## src/rtl/light_pkg.sv

```systemverilog
// Shared types and constants for the light fader and its channel steppers.
package light_pkg;

    typedef enum logic {
        IDLE = 1'b0,
        FADE = 1'b1
    } state_e;

    localparam int unsigned CH_W_DEF = 8;
    localparam logic [3*CH_W_DEF-1:0] WHITE = '1;

endpackage

```

## src/rtl/channel_stepper.sv

```systemverilog
// Next value of one colour channel: snaps to target when within STEP,
// otherwise moves STEP toward it; holds when no tick.
module channel_stepper #(
    parameter int unsigned CH_W = 8,
    parameter int unsigned STEP = 16
) (
    input  logic [CH_W-1:0] cur,
    input  logic [CH_W-1:0] tgt,
    input  logic            tick,
    output logic [CH_W-1:0] nxt_c
);

    localparam int unsigned DW = CH_W + 1;

    logic signed [DW-1:0] diff;
    logic        [DW-1:0] mag;

    always_comb begin
        diff  = $signed({1'b0, tgt}) - $signed({1'b0, cur});
        mag   = diff[DW-1] ? DW'($unsigned(-diff)) : DW'($unsigned(diff));
        nxt_c = cur;
        if (tick) begin
            if (mag <= DW'(STEP)) begin
                nxt_c = tgt;
            end else if (diff[DW-1]) begin
                nxt_c = cur - CH_W'(STEP);
            end else begin
                nxt_c = cur + CH_W'(STEP);
            end
        end
    end

endmodule

```

## src/rtl/light_fader.sv

```systemverilog
// Source selector driving an RGB light, with hard-cut or prescaled
// per-channel crossfade toward the selected colour.
module light_fader
    import light_pkg::*;
#(
    parameter int unsigned CH_W     = CH_W_DEF,
    parameter int unsigned NUM_SRC  = 4,
    parameter int unsigned SEL_W    = 3,
    parameter int unsigned STEP_DIV = 4,
    parameter int unsigned STEP     = 16
) (
    input  logic                      clk,
    input  logic                      rst,
    input  logic                      enable,
    input  logic                      fade_en,
    input  logic [SEL_W-1:0]          sel,
    input  logic [NUM_SRC*3*CH_W-1:0] src_flat,
    output logic [3*CH_W-1:0]         light,
    output logic                      busy,
    output logic                      done
);

    localparam int unsigned LW = 3 * CH_W;
    localparam int unsigned PW = (STEP_DIV > 1) ? $clog2(STEP_DIV) : 1;
    localparam logic [LW-1:0] ALL_ONES = '1;

    state_e          state_q, state_d;
    logic [PW-1:0]   presc_q, presc_d;
    logic [LW-1:0]   light_q, light_d;
    logic            busy_q, busy_d;
    logic            done_q, done_d;

    logic [LW-1:0]   target_c;
    logic [LW-1:0]   step_c;
    logic            tick_c;

    // Live source mux; out-of-range select shows white.
    always_comb begin
        target_c = ALL_ONES;
        for (int i = 0; i < int'(NUM_SRC); i++) begin
            if (sel == SEL_W'(i)) begin
                target_c = src_flat[i*LW +: LW];
            end
        end
    end

    assign tick_c = (state_q == FADE) && (presc_q == PW'(STEP_DIV - 1));

    for (genvar c = 0; c < 3; c++) begin : g_ch
        channel_stepper #(
            .CH_W (CH_W),
            .STEP (STEP)
        ) u_step (
            .cur   (light_q[c*CH_W +: CH_W]),
            .tgt   (target_c[c*CH_W +: CH_W]),
            .tick  (tick_c),
            .nxt_c (step_c[c*CH_W +: CH_W])
        );
    end

    always_ff @(posedge clk or negedge rst) begin
        if (!rst) begin
            state_q <= IDLE;
            presc_q <= '0;
            light_q <= ALL_ONES;
            busy_q  <= 1'b0;
            done_q  <= 1'b0;
        end else begin
            state_q <= state_d;
            presc_q <= presc_d;
            light_q <= light_d;
            busy_q  <= busy_d;
            done_q  <= done_d;
        end
    end

    // Mode/FSM next state; enable low freezes everything and suppresses done.
    always_comb begin
        state_d = state_q;
        presc_d = presc_q;
        light_d = light_q;
        busy_d  = busy_q;
        done_d  = 1'b0;
        if (enable) begin
            if (!fade_en) begin
                light_d = target_c;
                state_d = IDLE;
                presc_d = '0;
                busy_d  = 1'b0;
            end else begin
                unique case (state_q)
                    IDLE: begin
                        busy_d = 1'b0;
                        if (light_q != target_c) begin
                            state_d = FADE;
                            presc_d = '0;
                            busy_d  = 1'b1;
                        end
                    end
                    FADE: begin
                        presc_d = tick_c ? '0 : presc_q + PW'(1);
                        light_d = step_c;
                        busy_d  = 1'b1;
                        // Target may move mid-fade; completion is judged on the post-update value.
                        if (step_c == target_c) begin
                            state_d = IDLE;
                            busy_d  = 1'b0;
                            done_d  = 1'b1;
                        end
                    end
                    default: begin
                        state_d = IDLE;
                        busy_d  = 1'b0;
                    end
                endcase
            end
        end
    end

    assign light = light_q;
    assign busy  = busy_q;
    assign done  = done_q;

endmodule

```

## config.mk

```make
export PLATFORM = sky130hd
export DESIGN_NAME = light_fader
export DESIGN_NICKNAME = d
export VERILOG_FILES = /design/src/rtl/light_pkg.sv /design/src/rtl/channel_stepper.sv /design/src/rtl/light_fader.sv
export SDC_FILE = /design/constraint.sdc
export NUM_CORES = 1
export LEC_CHECK = 0
export CORE_MARGIN = 2
export CORE_UTILIZATION = 55
export CTS_CLUSTER_DIAMETER = 80
export DETAILED_ROUTE_END_ITERATION = 16
export PLACE_DENSITY = 0.94
export SYNTH_ARGS = -nofsm -noshare
export SYNTH_HDL_FRONTEND = slang
export SYNTH_SLANG_ARGS = --single-unit
```

## constraint.sdc

```tcl
create_clock -name clk -period 12.11 [get_ports clk]
set_input_delay 1.8165 -clock clk [delete_from_list [all_inputs] [get_ports clk]]
set_output_delay 1.8165 -clock clk [all_outputs]
set_load 0.01 [all_outputs]
```

==> flow_metrics.tcl, run 1 <==
set metrics [dict create \
    route.detailed.drc 0 \
    grt_pass1_wl_um 27300 \
    die-area_um2 9740 \
    synth_cells 605 \
    drt_iter0_drc 545 \
    cts_made_buffers 3 \
    cp_max_fo 24 \
    cts_sinks 28 \
    slew_headroom_pct 32.6 \
    grt_overflow 0 \
    end_kind "register" \
    p_per_area_nw_per_um2 159 \
    ant_nets 0 \
    finalClockSkew_ns 0.00320 \
    cts_tree "done" \
    pwr-share-comb_pct 75.6 \
    p_seq_share_pct 16.1 \
    clk_pin_slew_ns 0.12 \
    setup_tns_ns 0 \
    max_freq_mhz 138 \
    drv_slew 0 \
    routabilityCongestion 0.963 \
    grtUsageTotal_pct 35.2 \
    outcome "finished, final reports clean" \
    synth_ff_type "dfstp_2" \
    synth_nets 748 \
    async_reset_ff_share_pct 100 \
    root_buffer "clkbuf_8" \
    final.min_clock_period_ns 7.26 \
    finalCritPeriodShare_pct 60.0 \
    rows 34 \
    cp-start-kind "input port" \
    wl_per_cell_um 20.8 \
    io_pins 129 \
    fillers 639 \
    post-dp-hpwl_um 13600 \
    initial_core_util_pct 56.6 \
    antenna_found_initial 0 \
    clk_latency_ns 0.30 \
    p_switching_w 0.000509 \
    tightest_slew_ns 1.01 \
    swShare_pct 50.5 \
    synth_edf_count 0 \
    peakVddDrop_uv 81.1 \
    cts.repair.resized 0 \
    core_area_um2 8720 \
    num-nets-final 859 \
    cell_internal_pwr_w 0.000498 \
    die_w_um 98.7 \
    yosys.cell_types.count 82 \
    synthToLayoutAreaGrowth_pct 28.6 \
    post-route-util_pct 72.8 \
    cts_buffer_depth 2 \
    yosysWarnings 0 \
    p_clk_share_pct 8.3 \
    postCtsHoldBufs 0 \
    critPathRequiredTime_ns 12.31 \
    synth_area_per_cell_um2 8.15 \
    cap_violations 0 \
    first_global_vias 5447 \
    postCtsSetupRepairBufs 0 \
    htree_num_levels 1 \
    port_buffers 128 \
    firstDrtPassIters 5 \
    ys_ff_latch 28 \
    synth_area_um2 4930 \
    num_vias 5536 \
    die_h_um 98.7 \
    crit_type "in2reg" \
    antenna_cells 0 \
    drive_gt1_share_pct 10.8 \
    routed_via_density 6.73 \
    yosysSeqAreaShare_pct 14.8 \
    hold_path.class "reg2reg" \
    critPathArrivalTime_ns 7.46 \
    drt-total-wl_um 17100 \
    rsz0062_at_grt "false" \
    leakagePower_nw 2.55 \
    final_hold_viol_count 0 \
    setup_viol 0 \
    grt_max_degree 37 \
]
-- cells by family (layout without fill, tap and decap cells) --
group	Yosys count	after routing	share of synthesized area, %
fa+ha+maj	40	40	11.1
buf+inv	77	187	5.99
flops	28	28	14.8
simple gates	191	191	20.7
mux	39	39	14.1
compound gates	196	196	27.3
xor+xnor	34	34	6.04
-- power by group through the flow --
stage	Combinational [W]	Sequential (W)	Clock [W]
detailed placement	0.000740	0.000162	0
floorplan	0.000532	0.000155	0
global placement	0.000724	0.000161	0
global route	0.000837	0.000165	0.0000857
finish	0.000761	0.000162	0.0000837
CTS	0.000744	0.000161	0.0000835
-- layer usage --
metal  global-route usage (%)  vias up  wire length, µm
met1                     48.4     2589             7070
met5                        0        -                0
met4                     13.1        0              601
met3                     4.26       61             1610
met2                     57.1      379             7850
li1                         -     2507                -
-- placed cells by master, fill, tap and decap left out, types with 6 or more instances in the layout --
cell type	count
o22ai_1	6
inv_1	43
nand2b_1	11
mux2i_1	12
a211oi_1	11
mux4_2	24
or2_1	17
nor2_1	45
nand3_1	13
nand2_1	33
or3_1	6
ha_1	34
o31ai_1	6
o21ai_0	10
a21oi_1	50
dfstp_2	24
a21o_1	10
clkdlybuf4s50_1	127
a31oi_1	9
nand4_1	8
o21a_1	6
nor3_1	13
inv_2	7
fa_1	6
xnor2_1	21
o21ai_1	25
xor2_1	13
-- worst max-delay path, stage by stage --
cell and delay (ns):
buf_2 0.65, mux4_2 0.69, nor2_1 0.26, inv_1 0.16, ha_1 0.40, o21ai_1 0.12, a211oi_1 0.30, or2_1 0.26
inv_1 0.17, ha_1 0.35, xor2_1 0.20, o21ai_0 0.13, xor2_1 0.20, nor4_1 0.44, o21ai_0 0.15, a2111oi_0 0.66
o221ai_2 0.21, o31a_1 0.30
-- sequential cells by signal, indices dropped and copies added, names as in the netlist --
signal,count
busy,1
done,1
presc_q,2
light,24
-- synthesized netlist by cell type (11+ instances only) --
| cell | instances | share of area [%] |
|---|---|---|
| nor2_1 | 45 | 3.4 |
| inv_1 | 43 | 3.3 |
| ha_1 | 34 | 8.6 |
| mux4_2 | 24 | 11 |
| a21oi_1 | 50 | 5.1 |
| nand2_1 | 33 | 2.5 |
| o21ai_1 | 25 | 2.5 |
| or2_1 | 17 | 2.2 |
| nand2b_1 | 11 | 1.4 |
| a211oi_1 | 11 | 1.7 |
| mux2i_1 | 12 | 2.4 |
| xnor2_1 | 21 | 3.7 |
| nand3_1 | 13 | 1.3 |
| nor3_1 | 13 | 1.3 |
| clkbuf_1 | 19 | 1.4 |
| xor2_1 | 13 | 2.3 |
| dfstp_2 | 24 | 13 |
-- final timing paths --
path	from	endpoint	slack, ns	depth (start not counted)
hold reg to reg	light[16]$_DFFE_PN1P_	light[16]$_DFFE_PN1P_	0.52	2
setup / recovery	sel[0]	busy$_DFFE_PN0P_	4.85	18
max in group asynchronous	rst	light[22]$_DFFE_PN1P_	9.83	2
setup reg to reg	light[20]$_DFFE_PN1P_	busy$_DFFE_PN0P_	7.36	15
hold / removal	light[16]$_DFFE_PN1P_	light[16]$_DFFE_PN1P_	0.52	2
min in group asynchronous	rst	presc_q[0]$_DFFE_PN0P_	1.94	2
-- stage by stage --
step	hold WS, ns	instances	total power, W	worst slack (ns)	cell area, µm²
after detailed placement	0.506	819	0.000902	4.62	6270
after floorplan	0.494	605	0.000687	5.56	4930
after CTS	0.524	823	0.000988	4.93	6350
after global routing	0.548	823	0.00109	4.41	6350
after global placement	0.483	819	0.000885	4.60	6270
final	0.520	823	0.00101	4.85	6350
-- area by class of cell --
class                   count  area, µm²  share of cell area (%)
inverters                  50        188                    2.96
clock inverters             1       30.0                   0.473
flip-flops and latches     28        731                    11.5
clock buffers               3       41.3                   0.651
well taps                 108        135                    2.13
repair buffers            133       1310                    20.7
multi-input cells         500       3910                    61.6
No activity file was read; power rests on OpenSTA's default activity.
==> inputs of run 2 (changes only) <==
--- a/config.mk
+++ b/config.mk
@@ -6,10 +6,10 @@
 export NUM_CORES = 1
 export LEC_CHECK = 0
 export CORE_MARGIN = 2
-export CORE_UTILIZATION = 55
+export CORE_UTILIZATION = 51
 export CTS_CLUSTER_DIAMETER = 80
 export DETAILED_ROUTE_END_ITERATION = 16
-export PLACE_DENSITY = 0.94
+export PLACE_DENSITY = 0.88
 export SYNTH_ARGS = -nofsm -noshare
 export SYNTH_HDL_FRONTEND = slang
 export SYNTH_SLANG_ARGS = --single-unit
==> constraint.sdc (replaced) <==
create_clock -name clk -period 7.62 [get_ports clk]
set_input_delay 1.143 -clock clk [delete_from_list [all_inputs] [get_ports clk]]
set_output_delay 1.143 -clock clk [all_outputs]
set_load 0.01 [all_outputs]
==> flow_metrics.tcl, run 2 (synthesized netlist as in run 1, its figures left out) <==
set metrics [dict create \
    outcome "finished, final reports clean" \
    multi_input_area_um2 3910 \
    crit_chain "clkdlybuf4s50_1 > mux4_2 > or2_1 > ha_1 > a21oi_1 > o21ai_1 > a21oi_1 > fa_1 > nor3_1 > a21oi_1 > o221ai_1 > o211ai_1 > a221o_1 > a21o_1 > o31a_1" \
    antenna_cells 0 \
    drv_slew 0 \
    peakVddDrop_uv 129 \
    max_freq_mhz 154 \
    rows 35 \
    ff_latch_area_um2 731 \
    cts.repair.resized 0 \
    num_vias 5513 \
    finalClockSkew_ns 0.0106 \
    setup_ws_ns 1.14 \
    tightest_slew_ns 1.02 \
    rsz0062_at_grt "false" \
    root_buffer "clkbuf_8" \
    ant_nets 0 \
    cap_violations 0 \
    die-area_um2 10500 \
    end_kind "register" \
    critPathArrivalTime_ns 6.67 \
    port_buffers 128 \
    cp_slowest_cell "clkdlybuf4s50_1" \
    cp_max_fo 24 \
    cp-start-kind "input port" \
    hold_path_end "light[16]$_DFFE_PN1P_" \
    final.min_clock_period_ns 6.48 \
    grt_pass1_wl_um 26200 \
    cts_made_buffers 3 \
    placed_area_um2 6300 \
    p_per_area_nw_per_um2 251 \
    slew_headroom_pct 31.8 \
    report.power.total_w 0.00160 \
    drt_iter0_drc 621 \
    postCtsHoldBufs 0 \
    clk_latency_ns 0.30 \
    cts_sinks 28 \
    firstDrtPassIters 6 \
    num-nets-final 858 \
    hold_path.class "reg2reg" \
    grt_overflow 0 \
    core_area_um2 9330 \
    final_hold_viol_count 0 \
    route.detailed.drc 0 \
    grtUsageTotal_pct 31.6 \
    r2r-end "busy$_DFFE_PN0P_" \
    leakagePower_nw 2.54 \
    grt_max_degree 29 \
    antenna_found_initial 0 \
    setup_tns_ns 0 \
    hold_depth 2 \
    first_global_vias 5430 \
    cts_tree "done" \
    htree_num_levels 1 \
    final_common_cell "clkdlybuf4s50_1" \
    cts_buffer_depth 2 \
    critPathMaxStageDelay_ns 1.15 \
    finalCritPeriodShare_pct 85.1 \
    largest_reg_flops 24 \
    crit_type "in2reg" \
    clk_pin_slew_ns 0.11 \
    r2r-start "light[12]$_DFFE_PN1P_" \
    post-route-cell-area_um2 6370 \
    drt-total-wl_um 16500 \
    io_pins 129 \
    reg2reg_depth 13 \
    critPathRequiredTime_ns 7.81 \
    routed_via_density 6.54 \
    drive_gt1_share_pct 10.5 \
    min_from "light[16]$_DFFE_PN1P_" \
    die_w_um 102 \
    pre_cts_ws_ns 0.960 \
    fillers 740 \
    post-dp-hpwl_um 13400 \
    crit_top_cell "a21oi_1" \
    postCtsSetupRepairBufs 0 \
    layout_common_cells "clkdlybuf4s50_1 (128), a21oi_1 (50), nor2_1 (45)" \
    routabilityCongestion 1.02 \
    die_h_um 102 \
    initial_core_util_pct 52.9 \
    reg2reg_slack_ns 3.10 \
    synthToLayoutAreaGrowth_pct 29.1 \
    wl_per_cell_um 19.6 \
    setup_viol 0 \
]
[run 2: layout make-up]
cell class                      instances  share of cell area (%)
Inverter                               50                    2.95
Clock inverter                          1                   0.471
Clock buffer                            3                   0.648
Sequential cell                        28                    11.5
Timing Repair Buffer                  132                    20.6
Tap cell                              129                    2.53
Multi-Input combinational cell        500                    61.3
[run 2: worst max-delay path by stage]
| stage | cells past startpoint | slack (ns) | to | from |
|---|---|---|---|---|
| after floorplan | 21 | 1.75 | busy$_DFFE_PN0P_ | sel[0] |
| after global placement | 15 | 1.17 | busy$_DFFE_PN0P_ | sel[1] |
| after global routing | 18 | 0.78 | busy$_DFFE_PN0P_ | sel[1] |
| after CTS | 15 | 1.23 | busy$_DFFE_PN0P_ | sel[1] |
| final | 15 | 1.14 | busy$_DFFE_PN0P_ | sel[1] |
| after detailed placement | 15 | 0.96 | busy$_DFFE_PN0P_ | sel[1] |
[run 2: layer usage]
metal	share of wire [%]	track usage [%]
met3	9.5	6.29
met1	39	39.5
met2	49	55.2
met5	0	0
met4	3.0	9.33
[run 2: stage by stage]
stage | hold slack (ns) | utilization [%] | instances
6_report | 0.517 | 68.3 | 843
5_1_grt | 0.560 | 68.3 | 843
4_1_cts | 0.526 | 68.3 | 843
3_5_place_dp | 0.510 | 67.5 | 839
3_3_place_gp | 0.495 | 67.5 | 839
2_1_floorplan | 0.494 | - | 605
[run 2: power breakdown]
group	internal [W]	switching, W	leakage, nW
sequential	0.000200	0.0000583	0.305
combinational	0.000523	0.000689	2.20
clock	0.0000707	0.0000604	0.0357
total	0.000793	0.000808	2.54
[run 2: critical path: cells and delay by family]
kind,cells,cell delay (ns)
AO/OA/AOI/OAI,9,2.41
buffers and inverters,1,1.15
multiplexers,1,0.46
adder cells (fa/ha/maj),2,0.99
AND/OR/NAND/NOR,2,0.50
==> inputs of run 3 (changes only) <==
--- a/config.mk
+++ b/config.mk
@@ -10,6 +10,7 @@
 export CTS_CLUSTER_DIAMETER = 80
 export DETAILED_ROUTE_END_ITERATION = 16
 export PLACE_DENSITY = 0.88
+export SETUP_SLACK_MARGIN = 0.3
 export SYNTH_ARGS = -nofsm -noshare
 export SYNTH_HDL_FRONTEND = slang
 export SYNTH_SLANG_ARGS = --single-unit
==> results of run 3 <==
No change in the layout: final DEF, timing and power equal those of run 2.
